`src/rtl/uart_pkg.sv`:
```
// Shared UART definitions: parity modes, receiver states and the baud divider calculation.
// The parametrised transmitter reuses this package.
package uart_pkg;

    typedef enum logic [1:0] {
        PAR_NONE,
        PAR_ODD,
        PAR_EVEN
    } parity_e;

    typedef enum logic [2:0] {
        IDLE,
        START,
        DATA,
        PARITY,
        STOP,
        BRK
    } rx_state_e;

    // Rounded clk / (baud * os), so the tick rate error stays within half a clock.
    function automatic int calc_div(input longint clk, input longint baud, input longint os);
        longint den;
        den = baud * os;
        return int'((clk + den / 2) / den);
    endfunction

endpackage

```
`src/rtl/uart_baud_tick.sv`:
```
// Free-running divider emitting a one-cycle tick every DIV clocks; restart realigns the phase.
// Shared by the receiver (oversampled) and the transmitter (one tick per bit).
module uart_baud_tick #(
    parameter int DIV = 54
) (
    input  logic clock,
    input  logic rst,
    input  logic restart,
    output logic tick
);

    localparam int CW = (DIV > 1) ? $clog2(DIV) : 1;
    localparam logic [CW-1:0] LAST = CW'(DIV - 1);

    logic [CW-1:0] cnt;

    always_ff @(posedge clock or negedge rst) begin
        if (!rst) begin
            cnt <= '0;
        end else if (restart || cnt == LAST) begin
            cnt <= '0;
        end else begin
            cnt <= cnt + 1'b1;
        end
    end

    assign tick = !restart && (cnt == LAST);

endmodule

```
`src/rtl/uart_rx_param.sv`:
```
// Parametrised UART receiver: oversampled 2-of-3 majority sampling, optional parity, 1-2 stop bits,
// error/break reporting and a one-entry valid/ready output register.
module uart_rx_param
    import uart_pkg::*;
#(
    parameter int CLK_FREQ   = 100_000_000,
    parameter int BAUD       = 115200,
    parameter int OVERSAMPLE = 16,
    parameter int DATA_BITS  = 8,
    parameter int PARITY     = 0,
    parameter int STOP_BITS  = 1
) (
    input  logic                 clock,
    input  logic                 rst,
    input  logic                 rx,
    output logic [DATA_BITS-1:0] rx_data,
    output logic                 rx_valid,
    input  logic                 rx_ready,
    output logic                 parity_err,
    output logic                 frame_err,
    output logic                 overrun_err,
    output logic                 break_det
);

    // Handshake: a word transfers on any clock edge where rx_valid && rx_ready; rx_data and the
    // error flags are stable while rx_valid is high, and a new word may load on the transfer edge.

    localparam int DIV = calc_div(CLK_FREQ, BAUD, OVERSAMPLE);
    localparam int TW  = $clog2(OVERSAMPLE);
    localparam logic [TW-1:0] T_S0   = TW'(OVERSAMPLE / 2 - 1);
    localparam logic [TW-1:0] T_S1   = TW'(OVERSAMPLE / 2);
    localparam logic [TW-1:0] T_S2   = TW'(OVERSAMPLE / 2 + 1);
    localparam logic [TW-1:0] T_LAST = TW'(OVERSAMPLE - 1);

    if (DIV < 1 || OVERSAMPLE < 8 || (OVERSAMPLE % 2) != 0 || DATA_BITS < 5 || DATA_BITS > 9 ||
        PARITY < 0 || PARITY > 2 || STOP_BITS < 1 || STOP_BITS > 2) begin : g_bad_params
        $error("uart_rx_param: illegal parameter combination");
    end

    rx_state_e            state, state_nx;
    logic                 rx_s1, rx_s2, rx_prev;
    logic                 tick, start_edge, samp_done, maj;
    logic [TW-1:0]        tick_cnt;
    logic [1:0]           votes;
    logic [3:0]           bit_cnt;
    logic [DATA_BITS-1:0] shreg;
    logic                 all_zero, perr_acc, ferr_acc, par_x;
    logic                 last_data, last_stop, brk_enter, frame_done, ferr_fin;

    always_ff @(posedge clock or negedge rst) begin
        if (!rst) begin
            rx_s1   <= 1'b1;
            rx_s2   <= 1'b1;
            rx_prev <= 1'b1;
        end else begin
            rx_s1   <= rx;
            rx_s2   <= rx_s1;
            rx_prev <= rx_s2;
        end
    end

    // Only a genuine 1->0 transition starts a frame, so a line left low by a bad stop bit is ignored.
    assign start_edge = (state == IDLE) && rx_prev && !rx_s2;

    uart_baud_tick #(.DIV(DIV)) u_tick (
        .clock   (clock),
        .rst     (rst),
        .restart (start_edge),
        .tick    (tick)
    );

    // The third vote is the live sample; every decision is made on this mid-bit strobe.
    assign samp_done  = tick && (tick_cnt == T_S2);
    assign maj        = (votes[0] & votes[1]) | (votes[0] & rx_s2) | (votes[1] & rx_s2);
    assign last_data  = (bit_cnt == 4'(DATA_BITS - 1));
    assign last_stop  = (bit_cnt == 4'(STOP_BITS - 1));
    assign brk_enter  = (state == STOP) && samp_done && (bit_cnt == 4'd0) && all_zero && !maj;
    assign frame_done = (state == STOP) && samp_done && last_stop && !brk_enter;
    assign ferr_fin   = ferr_acc | ~maj;
    assign par_x      = (^shreg) ^ maj;

    always_ff @(posedge clock or negedge rst) begin
        if (!rst) begin
            state <= IDLE;
        end else begin
            state <= state_nx;
        end
    end

    always_comb begin
        state_nx = state;
        case (state)
            IDLE:             if (start_edge) state_nx = START;
            START:            if (samp_done) state_nx = maj ? IDLE : DATA;
            DATA:             if (samp_done && last_data)
                                  state_nx = (PARITY != 0) ? uart_pkg::PARITY : STOP;
            uart_pkg::PARITY: if (samp_done) state_nx = STOP;
            STOP:             if (brk_enter) state_nx = BRK;
                              else if (frame_done) state_nx = IDLE;
            BRK:              if (rx_s2) state_nx = IDLE;
            default:          state_nx = IDLE;
        endcase
    end

    always_ff @(posedge clock or negedge rst) begin
        if (!rst) begin
            tick_cnt <= '0;
            votes    <= 2'b11;
            bit_cnt  <= '0;
            shreg    <= '0;
            all_zero <= 1'b0;
            perr_acc <= 1'b0;
            ferr_acc <= 1'b0;
        end else begin
            if (start_edge) begin
                tick_cnt <= '0;
            end else if (tick) begin
                tick_cnt <= (tick_cnt == T_LAST) ? '0 : tick_cnt + 1'b1;
            end
            if (tick && tick_cnt == T_S0) votes[0] <= rx_s2;
            if (tick && tick_cnt == T_S1) votes[1] <= rx_s2;

            if (start_edge) begin
                bit_cnt  <= '0;
                all_zero <= 1'b1;
                perr_acc <= 1'b0;
                ferr_acc <= 1'b0;
            end else if (samp_done) begin
                case (state)
                    DATA: begin
                        shreg    <= {maj, shreg[DATA_BITS-1:1]};
                        all_zero <= all_zero & ~maj;
                        bit_cnt  <= last_data ? 4'd0 : bit_cnt + 4'd1;
                    end
                    uart_pkg::PARITY: begin
                        perr_acc <= (PARITY == int'(PAR_ODD)) ? ~par_x : par_x;
                        all_zero <= all_zero & ~maj;
                    end
                    STOP: begin
                        ferr_acc <= ferr_acc | ~maj;
                        bit_cnt  <= bit_cnt + 4'd1;
                    end
                    default: ;
                endcase
            end
        end
    end

    // A frame finishing on the same edge as a transfer refills the register without an overrun.
    always_ff @(posedge clock or negedge rst) begin
        if (!rst) begin
            rx_data     <= '0;
            rx_valid    <= 1'b0;
            parity_err  <= 1'b0;
            frame_err   <= 1'b0;
            overrun_err <= 1'b0;
            break_det   <= 1'b0;
        end else begin
            overrun_err <= 1'b0;
            break_det   <= brk_enter;
            if (frame_done && (!rx_valid || rx_ready)) begin
                rx_data    <= shreg;
                rx_valid   <= 1'b1;
                parity_err <= perr_acc;
                frame_err  <= ferr_fin;
            end else if (frame_done) begin
                overrun_err <= 1'b1;
            end else if (rx_valid && rx_ready) begin
                rx_valid <= 1'b0;
            end
        end
    end

endmodule

```
`config.mk`:
```
export PLATFORM = sky130hd
export DESIGN_NAME = uart_rx_param
export DESIGN_NICKNAME = d
export VERILOG_FILES = /design/src/rtl/uart_pkg.sv /design/src/rtl/uart_baud_tick.sv /design/src/rtl/uart_rx_param.sv
export SDC_FILE = /design/constraint.sdc
export NUM_CORES = 1
export LEC_CHECK = 0
export ABC_CLOCK_PERIOD_IN_PS = 3500
export CAP_MARGIN = 20
export CORE_MARGIN = 1.5
export CORE_UTILIZATION = 39
export DETAILED_ROUTE_END_ITERATION = 10
export PLACE_DENSITY = 0.61
export SKIP_CTS_REPAIR_TIMING = 1
export SYNTH_ARGS = -nofsm -noshare
export SYNTH_HDL_FRONTEND = slang
export SYNTH_SLANG_ARGS = --single-unit
```
`constraint.sdc`:
```
create_clock -name clock -period 3.5 [get_ports clock]
set_input_delay 0.525 -clock clock [delete_from_list [all_inputs] [get_ports clock]]
set_output_delay 0.525 -clock clock [all_outputs]
set_load 0.05 [all_outputs]
```
==> impl_metrics.csv <==
group,metric,value,unit
outcome,status,"completed",
yosys,synthCells,195,
clock_network,cts.sinks,46,
yosys,netlist_area,2240,µm²
placed_design,port_buffers,16,
global_routing,grt-ovfl-total,0,
finish,antennaDiodeCount,0,
finish,nNetsFinal,226,
global_routing,grt_pass1_wl,6.45,mm
flow_run,cap_violations,0,
clock_network,cts-root-buf,"clkbuf_8",
clock_network,htree_num_levels,2,
worst_hold_path,hp-class,"in2async",
yosys,synthAdderAreaFrac,0.0435,
pwr,vdd_drop_max,0.000227,V
floorplan,fp.dieH,78.9,µm
critical_path,worstPathMaxFanout,10,
timing,worst_slack,1.15,ns
drt,drtAntennaViolNets,0,
global_routing,grt_use_total,0.135,
drt,vias,1413,
timing,finalCriticalPeriod,2.35,ns
critical_path,worstPathRequired,3.70,ns
critical_path,startpoint_type,"flip-flop",
timing,drv_slew,0,
yosys,post_synth.cell_area_avg,11.5,µm²
timing,finClkSkew,0.00517,ns
finish,syn_to_final_growth,15.4,%
yosys,ys_seq_area_frac,0.516,
yosys,ys_ff_latch,46,
yosys,synth_compound_area_frac,0.0602,
pwr,total_power,0.00136,W
yosys,synthMuxAreaShare,0.115,
finish,drive_gt1_frac,0.204,
timing,timing.slew.headroom,0.611,
drt,first_iter_violations,48,
yosys,yosysUniqueCellTypes,43,
clock_network,clock_latency,0.30,ns
yosys,synth-simple-area-share,0.177,
critical_path,path_class,"reg2reg",
global_routing,antenna_found_initial,0,
timing,hold_ws,0.207,ns
clock_network,path_clk_slew,0.09,ns
timing,tightestPinTransition,0.581,ns
clock_network,cts_buffers,5,
critical_path,max_stage_delay,0.55,ns
floorplan,rows,27,
timing,finalHoldViolCount,0,
floorplan,die_x,78.9,µm
critical_path,rr_worst_depth,6,
timing,fmaxAchievable,0.425,GHz
timing,setup_tns,0,ns
critical_path,critPathBufInv,1,
clock_network,cts.path.max_buffers,2,
floorplan,start_util,0.405,
floorplan,die_area,6220,µm²
drt,drt_wl_total,3.72,mm
yosys,syn_nets,206,
yosys,synth_top_family_by_area,"simple AND/OR/NAND/NOR gates",
critical_path,r2r-end,"rx_data[1]$_DFFE_PN0P_",
floorplan,coreArea,5540,µm²
drt,dr.pass1.iters,4,
critical_path,cp_cell_sequence,"inv_1, ha_1, or3b_1, nor3_4, and4_1, mux2_2",
drt,viasPerCell,4.91,
critical_path,crit_family,"simple AND/OR/NAND/NOR gates",
drt,post_drt_wl_per_cell,12.9,µm
global_routing,grt_pass1_vias,1394,
critical_path,crit_slowest_cell,"and4_1",
placed_design,detailedPlace.worstSlack,1.14,ns
placed_design,hpwl,2.58,mm
yosys,synthXorXnorAreaFrac,0.0608,
finish,final_common_cell,"dfrtp_1",
timing,rsz0062_at_grt,"no",
pwr,power_leakage,1.18,nW
critical_path,r2r_slack,1.15,ns
timing,period_share,0.673,
floorplan,ios,17,
timing,finalSetupViolCount,0,
drt,drc,0,
critical_path,r2r_start,"bit_cnt[0]$_DFFE_PN0P_",
finish,final_cell_mix,"dfrtp_1 (41), mux2_2 (22), nor2_1 (18), nand2_1 (18), clkdlybuf4s50_1 (15)",
yosys,yosys_warnings,0,
critical_path,arrival,2.55,ns
critical_path,cp-end-kind,"flip-flop",
global_routing,grt_max_degree,47,
placed_design,place.gp.congestion,0.803,
pwr,powerDensity,524,nW/µm²
clock_network,cts_tree,"built",
[area by class of cell]
class                   instances  area (µm²)
fillers                       515        2950
flip-flops and latches         46        1160
multi-input cells             135        1020
repair buffers                 18         190
well taps                      72        90.1
clock buffers                   6        82.6
inverters                       9        33.8
clock inverters                 2        12.5
[sequential cells by signal, summed over array words and instances, names as in the netlist]
register / cells
rx_data: 8
shreg: 8
u_tick.cnt: 6
bit_cnt: 4
tick_cnt: 4
state: 3
votes: 2
all_zero: 1
break_det: 1
ferr_acc: 1
frame_err: 1
overrun_err: 1
parity_err: 1
perr_acc: 1
rx_prev: 1
rx_s1: 1
rx_s2: 1
rx_valid: 1
[cells in the mapped netlist]
cell	instances	share of area
a2111oi_2	1	0.0067
a21boi_0	1	0.0033
a21o_1	1	0.0033
a21oi_1	8	0.018
a2bb2oi_1	1	0.0039
a311oi_1	1	0.0039
a31oi_1	2	0.0056
and3_1	1	0.0028
and4_1	1	0.0039
buf_2	2	0.0045
buf_4	2	0.0067
clkbuf_1	1	0.0017
dfrtp_1	41	0.46
dfstp_2	5	0.059
ha_1	7	0.039
inv_1	9	0.015
maj3_1	1	0.0045
mux2_2	22	0.11
mux2i_1	1	0.0045
nand2_1	18	0.030
nand2b_1	4	0.011
nand3_1	6	0.013
nand3b_1	2	0.0067
nand4_1	2	0.0056
nand4b_2	1	0.0067
nand4b_4	1	0.011
nor2_1	18	0.030
nor2_4	1	0.0050
nor2b_1	1	0.0028
nor3_1	6	0.013
nor3_4	1	0.0072
nor4_1	1	0.0028
nor4b_4	1	0.011
o21ai_0	4	0.0089
o22ai_1	1	0.0028
o31a_1	1	0.0039
or3_1	1	0.0028
or3b_1	1	0.0039
or4_1	1	0.0033
or4b_1	1	0.0045
xnor2_1	9	0.035
xnor3_1	1	0.010
xor2_1	4	0.016
[through the flow]
stage,instance area (µm²),util,instances
final,2590,0.468,288
after global routing,2590,0.468,288
after CTS,2560,0.463,287
after detailed placement,2470,0.446,279
after global placement,2470,0.446,279
after floorplan,2240,-,195
[report_power, final]
group          internal, W  switching [W]  leakage, nW
Combinational     0.000141       0.000168        0.531
Clock             0.000159       0.000185       0.0472
Sequential        0.000598       0.000108        0.605
Total             0.000898       0.000461         1.18
[cells by family (layout without fill, tap and decap cells)]
| group | after synthesis | after routing |
|---|---|---|
| buffers and inverters | 14 | 35 |
| adder cells (fa/ha/maj) | 8 | 8 |
| AND/OR/NAND/NOR | 69 | 69 |
| AO/OA/AOI/OAI | 21 | 21 |
| XOR/XNOR | 14 | 14 |
| flip-flops | 46 | 46 |
| multiplexers | 23 | 23 |
[how the worst max path moves through the flow]
stage / cells after the start / start / end / slack [ns]
after floorplan: 7 / bit_cnt[0]$_DFFE_PN0P_ / frame_err$_DFFE_PN0P_ / 1.48
after global routing: 6 / bit_cnt[0]$_DFFE_PN0P_ / rx_data[6]$_DFFE_PN0P_ / 0.98
final: 6 / bit_cnt[0]$_DFFE_PN0P_ / rx_data[1]$_DFFE_PN0P_ / 1.15
after global placement: 6 / bit_cnt[0]$_DFFE_PN0P_ / rx_data[1]$_DFFE_PN0P_ / 1.17
after CTS: 6 / bit_cnt[0]$_DFFE_PN0P_ / rx_data[0]$_DFFE_PN0P_ / 1.11
after detailed placement: 6 / bit_cnt[0]$_DFFE_PN0P_ / rx_data[1]$_DFFE_PN0P_ / 1.14
[per-layer routing]
layer	global-route usage	wire length, µm	up-vias	share of wire
met5	0	0	-	0
met4	0.0684	65	0	0.017
met3	0.0218	103	6	0.028
met2	0.199	1700	23	0.46
met1	0.192	1850	669	0.50
li1	-	-	715	-
[worst reg2reg max path: stages, from the launching register on]
cell and delay [ns]:
dfrtp_1 0.42, inv_1 0.07, ha_1 0.12, or3b_1 0.40, nor3_4 0.28, and4_1 0.55, mux2_2 0.40
Power figures use the tool's default switching activity.
